File: src/rtl/ram_burst_ctrl.sv
// Burst initiator for a synchronous single-port RAM: sequences write/read bursts from commands.
// Latency: write hits RAM in the wr handshake cycle; read word reaches rd_data 2 cycles after issue.
// Backpressure: cmd_ready only when idle, wr_ready only in WRITE, RAM reads throttled by 2-entry out FIFO.
//
// Ports: clk/rst (sync, active-high); cmd_* burst command stream (wr, start addr, len = words-1);
//        wr_* write-data stream; rd_* read-data stream; busy/done status; ram_* RAM port.
// Optional: define RAM_CTRL_CSUM_EN to add output csum = XOR of the words moved in the current burst.
module ram_burst_ctrl #(
    parameter int DATA_W = 8,
    parameter int ADDR_W = 7,
    parameter int LEN_W  = 8
) (
    input  logic              clk,
    input  logic              rst,
    input  logic              cmd_valid,
    output logic              cmd_ready,
    input  logic              cmd_wr,
    input  logic [ADDR_W-1:0] cmd_addr,
    input  logic [LEN_W-1:0]  cmd_len,
    input  logic              wr_valid,
    output logic              wr_ready,
    input  logic [DATA_W-1:0] wr_data,
    output logic              rd_valid,
    input  logic              rd_ready,
    output logic [DATA_W-1:0] rd_data,
    output logic              busy,
    output logic              done,
    output logic              ram_we,
    output logic [ADDR_W-1:0] ram_addr,
    output logic [DATA_W-1:0] ram_din,
    input  logic [DATA_W-1:0] ram_dout
`ifdef RAM_CTRL_CSUM_EN
    ,
    output logic [DATA_W-1:0] csum
`endif
);

    typedef enum logic [1:0] {S_IDLE, S_WRITE, S_READ} state_t;

    localparam logic [ADDR_W-1:0] ADDR_ONE = 1;
    localparam logic [LEN_W:0]    CNT_ONE  = 1;

    state_t            state, state_nxt;
    logic [ADDR_W-1:0] cur_addr;   // next RAM address to access
    logic [ADDR_W-1:0] addr_hold;  // last address driven, shown on ram_addr when not accessing
    logic [LEN_W:0]    iss_cnt;    // RAM accesses still to issue
    logic [LEN_W:0]    rd_cnt;     // read words still to hand to the consumer
    logic              inflight;   // read issued last cycle, ram_dout valid now
    logic [1:0]        occ;        // out FIFO occupancy; rd_data is the head entry
    logic [DATA_W-1:0] fifo_tail;  // second FIFO entry
    logic              done_q;

    logic cmd_hs, wr_hs, rd_hs, rd_issue, finish;

    assign rd_valid = (occ != 2'd0);
    assign rd_hs    = rd_valid & rd_ready;
    assign busy     = (state != S_IDLE);
    assign done     = done_q;
    assign ram_we   = wr_hs;
    assign ram_din  = wr_data;
    assign ram_addr = (wr_hs | rd_issue) ? cur_addr : addr_hold;

    always_ff @(posedge clk) begin
        if (rst) begin
            state <= S_IDLE;
        end else begin
            state <= state_nxt;
        end
    end

    always_comb begin
        state_nxt = state;
        cmd_ready = 1'b0;
        cmd_hs    = 1'b0;
        wr_ready  = 1'b0;
        wr_hs     = 1'b0;
        rd_issue  = 1'b0;
        finish    = 1'b0;
        case (state)
            S_IDLE: begin
                cmd_ready = 1'b1;
                if (cmd_valid) begin
                    cmd_hs    = 1'b1;
                    state_nxt = cmd_wr ? S_WRITE : S_READ;
                end
            end
            S_WRITE: begin
                wr_ready = 1'b1;
                wr_hs    = wr_valid;
                if (wr_valid && iss_cnt == CNT_ONE) begin
                    finish    = 1'b1;
                    state_nxt = S_IDLE;
                end
            end
            S_READ: begin
                // Stored plus in-flight words must fit in the FIFO; a pop this cycle frees a slot.
                rd_issue = (iss_cnt != '0) &&
                           (({1'b0, occ} + {2'b00, inflight}) < (3'd2 + {2'b00, rd_hs}));
                if (rd_hs && rd_cnt == CNT_ONE) begin
                    finish    = 1'b1;
                    state_nxt = S_IDLE;
                end
            end
            default: state_nxt = S_IDLE;
        endcase
    end

    always_ff @(posedge clk) begin
        if (rst) begin
            cur_addr  <= '0;
            addr_hold <= '0;
            iss_cnt   <= '0;
            rd_cnt    <= '0;
            inflight  <= 1'b0;
            occ       <= 2'd0;
            rd_data   <= '0;
            fifo_tail <= '0;
            done_q    <= 1'b0;
        end else begin
            done_q   <= finish;
            inflight <= rd_issue;

            if (cmd_hs) begin
                cur_addr <= cmd_addr;
                iss_cnt  <= {1'b0, cmd_len} + CNT_ONE;
                rd_cnt   <= {1'b0, cmd_len} + CNT_ONE;
            end else begin
                if (wr_hs || rd_issue) begin
                    cur_addr  <= cur_addr + ADDR_ONE;  // wraps modulo 2^ADDR_W
                    addr_hold <= cur_addr;
                    iss_cnt   <= iss_cnt - CNT_ONE;
                end
                if (rd_hs) begin
                    rd_cnt <= rd_cnt - CNT_ONE;
                end
            end

            // Push = word returning from RAM. The issue throttle guarantees no push when full.
            case (occ)
                2'd0: begin
                    if (inflight) begin
                        rd_data <= ram_dout;
                        occ     <= 2'd1;
                    end
                end
                2'd1: begin
                    if (inflight && rd_hs) begin
                        rd_data <= ram_dout;
                    end else if (inflight) begin
                        fifo_tail <= ram_dout;
                        occ       <= 2'd2;
                    end else if (rd_hs) begin
                        occ <= 2'd0;
                    end
                end
                2'd2: begin
                    if (rd_hs) begin
                        rd_data <= fifo_tail;
                        occ     <= 2'd1;
                    end
                end
                default: occ <= 2'd0;
            endcase
        end
    end

`ifdef RAM_CTRL_CSUM_EN
    always_ff @(posedge clk) begin
        if (rst || cmd_hs) begin
            csum <= '0;
        end else if (wr_hs) begin
            csum <= csum ^ wr_data;
        end else if (rd_hs) begin
            csum <= csum ^ rd_data;
        end
    end
`endif

endmodule

File: config.mk
export PLATFORM = sky130hd
export DESIGN_NAME = ram_burst_ctrl
export DESIGN_NICKNAME = d
export VERILOG_FILES = /design/src/rtl/ram_burst_ctrl.sv
export SDC_FILE = /design/constraint.sdc
export NUM_CORES = 1
export LEC_CHECK = 0
export CAP_MARGIN = 0
export CORE_MARGIN = 1
export CORE_UTILIZATION = 35
export CTS_CLUSTER_SIZE = 14
export DETAILED_ROUTE_END_ITERATION = 8
export PLACE_DENSITY = 0.61
export SETUP_SLACK_MARGIN = 0.5
export SYNTH_ARGS = -nofsm -noshare
export SYNTH_HDL_FRONTEND = slang
export SYNTH_SLANG_ARGS = --single-unit
File: constraint.sdc
create_clock -name clk -period 2.6 [get_ports clk]
set_clock_uncertainty 0.2 [all_clocks]
set_input_delay 0.52 -clock clk [delete_from_list [all_inputs] [get_ports clk]]
set_output_delay 0.52 -clock clk [all_outputs]
set_load 0.01 [all_outputs]
==> results.md <==
Placed design:
- The placed wire-length estimate after detailed placement is ~5400 um.
- Routability-driven placement finished with a final weighted congestion of 0.841.
- The post-place instance area is between 3000 and 4000 um2.
- The post-placement worst setup slack is -0.393 ns.
- The count of input and output buffers is between 40 and 50.

Detailed routing:
- The detailed-routing iteration count for the pre-antenna-repair pass is 4.
- The detailed-route wire length per cell is 14.8 um.
- Once detail routing completed, the nets flagged for antenna violations numbered 0.
- In the detailed route, the total length drawn on met2 is between 3000 and 4000 um.
- The wire length reported by the detailed router is ~8000 um.
- The first routing iteration left 117 violations.
- Signal routing reaches up to met4.
- The ratio of routed vias to standard cells is approximately 5.4.
- Summed over all nets, wire length on met3 after detailed routing comes to around 400 um.
- The vias after detailed routing is 2,896.
- After detailed routing, the wire length on met1 is ~3800 um.
- For this run, design rule violations remaining after detail routing come to 0.

Critical path:
- The critical path runs through a total of 9 cells.
- The worst reg2reg path startpoint is occ[0].
- The most repeated library cell on the critical path is buf_6.
- The standard cell with the maximum stage delay on the critical path is dfxtp_4.
- The worst setup path is launched from a register.
- The critical path goes through ha_4, ha_4, o21ai_4, a31oi_4, buf_6, buf_6, nand2_1, nand2_2, buf_6.
- The kind of cell with the highest combined delay along the critical path is adder cells.
- The number of buffers and inverters on the critical path is 3.
- The category of the most critical setup path is reg2out.
- The endpoint of the lowest-slack register-to-register path is iss_cnt[5].
- The worst path arrival time is about 1.8 ns.
- Counting cells, the worst reg-to-reg path comes to 10.
- The data required time of the worst path is between 1.5 and 2 ns.
- The critical path capture point type is an output pin.
- The setup check on the worst reg-to-reg path leaves a slack of 0.13 ns.
- The top fanout value on the critical path is 4.
- For this run, the slowest stage of the critical path takes approximately 0.36 ns.

Run status:
- The flow ran to the end, and the final reports show no timing, DRC or antenna violations.

Hold path:
- The capture endpoint of the worst hold path is addr_hold[5].
- Counting instances, the worst hold path has a depth of 2.
- The startpoint identified for the worst hold timing path is addr_hold[5].
- The path class of the tightest hold or removal check is reg2reg.

Timing:
- At the pin with the least slew margin, the transition time is roughly 0.48 ns.
- The worst hold slack is ~0.28 ns.
- The minimum clock period is 2.55 ns.
- The share of the clock period used by the worst path after layout is 97.9%.
- Derived from the worst setup path, the maximum achievable clock frequency is about 390 MHz.
- In this run the tightest slew margin relative to its limit is between 60 and 70%.
- Setup repair after global routing could not meet its margin everywhere.
- The setup slack of the critical path after layout is ~0.054 ns.
- The final number of hold-violating endpoints came to 0.
- The count of pins over their slew limit is 0.
- The setup violation total in the final timing report is 0.

Final layout:
- The repair_antennas step left the layout with diodes totalling 0.
- The summed area of non-filler cells in the final layout is 4290 um2.
- The post-route netlist has 27.6% of its cells at a drive strength greater than 1.
- The number of nets in the layout is around 480.
- Registers take between 1000 and 1500 um2.
- The multi-input logic area is between 2000 and 2500 um2.
- Compared with the post-synthesis result, the final layout area differs by 38.7%.
- Counting the fill cells in the layout gives ~800.

Synthesis:
- The multiplexer fraction of the synthesized cell area is under 10%.
- A synthesized cell averages around 8.3 um2.
- The count of flip-flops with a built-in enable after synthesis is 0.
- The mapped cell area is 3090 um2.
- The fraction of synthesis flops using an asynchronous set or reset pin is 0%.
- The sequential element share of the synthesized area is a little over a third.
- The synthesized netlist devotes under 10% of its cell area to XOR and XNOR gates.
- The count of yosys warnings during synthesis is 0.
- After synthesis, the netlist uses 57 different library cells.
- The fraction of the mapped netlist area in adder cells is under 10%.
- After synthesis, the largest family of logic cells by area is simple AND/OR/NAND/NOR gates.
- The most used flip-flop cell after synthesis is dfxtp_1.
- The gate count after technology mapping is roughly 370.
- The simple-gate share of the synthesized area is between 20% and 30%.
- Counting flops and latches in the post-synthesis netlist gives between 50 and 60.
- The number of nets in the synthesized netlist is between 400 and 500.
- Summing the areas of all compound-gate instances in the mapped netlist gives between 20% and 30% of the synthesized area.

CTS:
- The CTS tree is built.
- The number of sinks driven by the clock tree is 54.
- In this run the clock root is driven by a clkbuf_8.
- The maximum level of the CTS H-tree is 2.
- The number of clock buffers added by TritonCTS is 5.
- The clock transition at the registers of the reported paths is 0.11 ns.
- In this run the deepest clock path goes through 2 buffers.
- The total of hold buffers inserted after clock tree synthesis is 0.
- For the worst-skew pair, the clock arrives at the later sink with an insertion delay of 0.31 ns.

Floorplan:
- The initial utilization of the core area, before any placement, comes to 36.9%.
- In this run the standard cell core region covers ~8400 um2.
- The floorplan step set the die width to 96.0 um.
- The count of boundary I/O pins is 66.
- The full die area is approximately 9200 um2.
- The height of the die is between 90 and 100 um.
- The initialized floorplan defines 33 standard-cell rows.

Pwr:
- The power per cell area is 560 nW/um2.
- The static power due to leakage is about 1.7 nW.
- The worst IR drop on VDD is approximately 0.28 mV.

Global route:
- The total congestion overflow after global routing is 0.
- Across every metal layer, demand over resource in global routing totals roughly 17%.
- The number of antenna violations at the first check in global routing is 0.
- The pin count of the biggest net entering global routing is 32.
- The number of global-route vias before repair came to approximately 2,600.
- The wire length of the first global-routing pass is 12,600 um.

Run:
- The count of max-cap constraint violations is 0.
worst min-delay path, delay by kind of cell (launching register included):
kind | cells | cell delay (ns)
flip-flops | 1 | 0.33
AO/OA/AOI/OAI | 2 | 0.11
synthesized netlist by cell type, types with 3 or more instances:
library cell,number,share of area (%)
a211oi_1,15,3.6
a21oi_1,17,2.7
a311oi_1,4,1.1
and2_1,3,0.61
and4_1,4,1.1
buf_2,4,0.65
buf_4,8,1.9
clkbuf_1,14,1.7
dfxtp_1,54,35
ha_1,12,4.9
inv_1,13,1.6
mux2i_1,16,5.2
nand2_1,45,5.5
nand2b_1,6,1.2
nand3_1,16,2.6
nand4_1,3,0.61
nor2_1,35,4.2
nor3_1,3,0.49
nor4_1,3,0.61
o21ai_0,20,3.2
o21ai_1,3,0.49
o22ai_1,4,0.81
or3_1,8,1.6
or4_1,5,1.2
xnor2_1,7,2.0
xor2_1,4,1.1
sequential cells by signal, summed over array words and instances (netlist names):
name / count
addr_hold: 7
cur_addr: 7
done: 1
fifo_tail: 8
inflight: 1
iss_cnt: 9
occ: 2
rd_cnt: 9
rd_data: 8
state: 2
worst max path at each step:
stage,from,end,slack [ns]
5_1_grt,occ[0],ram_addr[4],-0.01
3_5_place_dp,rd_ready,ram_addr[2],-0.39
4_1_cts,occ[0],ram_addr[4],0.07
2_1_floorplan,rd_ready,ram_addr[1],0.43
3_3_place_gp,rd_ready,ram_addr[2],-0.36
6_report,occ[0],ram_addr[5],0.05
cells by family after synthesis:
kind of cell / Yosys count
xor+xnor: 11
flops: 54
mux: 17
simple gates: 147
fa+ha+maj: 12
buf+inv: 42
compound gates: 89
cell type report:
cell class,instances,area share (%)
multi-input combinational,276,47.6
inverter,13,1.14
timing repair buffer,83,19.5
sequential,54,25.4
clock inverter,2,1.40
clock buffer,6,1.92
tap,105,3.06
power breakdown:
group / internal (mW) / leakage [nW] / total [mW] / switching (mW)
registers: 0.891 / 0.443 / 0.960 / 0.0691
clock network: 0.411 / 0.0714 / 0.703 / 0.292
logic: 0.357 / 1.17 / 0.739 / 0.381
placed cells by master, fill, tap and decap left out, drive strengths merged, types with 4 or more instances in the layout:
cell and instances:
dfxtp 54, nand2 45, buf 44, nor2 36, clkdlybuf4s50 26, o21ai 25, a21oi 17, nand3 16
mux2i 16, a211oi 15, inv 13, ha 12, or3 8, dlymetal6s2s 7, xnor2 7, clkbuf 6
dlygate4sd2 6, nand2b 6, a311oi 6, or4 5, and4 4, o22ai 4, xor2 4, nand4 4
nor3 4
per-stage QoR:
stage / setup TNS [ns] / cells / power, mW / utilization [%]
floorplan: 0 / 372 / 1.38 / -
finish: 0 / 539 / 2.40 / 51.2
detailed placement: -3.43 / 521 / 1.58 / 45.2
CTS: 0 / 536 / 2.33 / 48.5
global route: -0.0157 / 539 / 2.53 / 51.2
global placement: -2.82 / 521 / 1.57 / 45.2
repair_timing:
action / CTS / global route
resized for setup: 75 / 51
pin swaps: 23 / 21
endpoints found under the hold margin: 0 / 0
buffers inserted: 6 / 3
gates cloned: 1 / 0
setup endpoints to repair: 30 / 34
metal layers:
| metal | vias to the layer above | track usage (%) |
|---|---|---|
| met5 | - | 0 |
| met4 | 0 | 4.73 |
| met3 | 6 | 3.55 |
| met2 | 77 | 27.1 |
| met1 | 1363 | 24.5 |
| li1 | 1450 | - |
(Power assumes the default switching activity.)
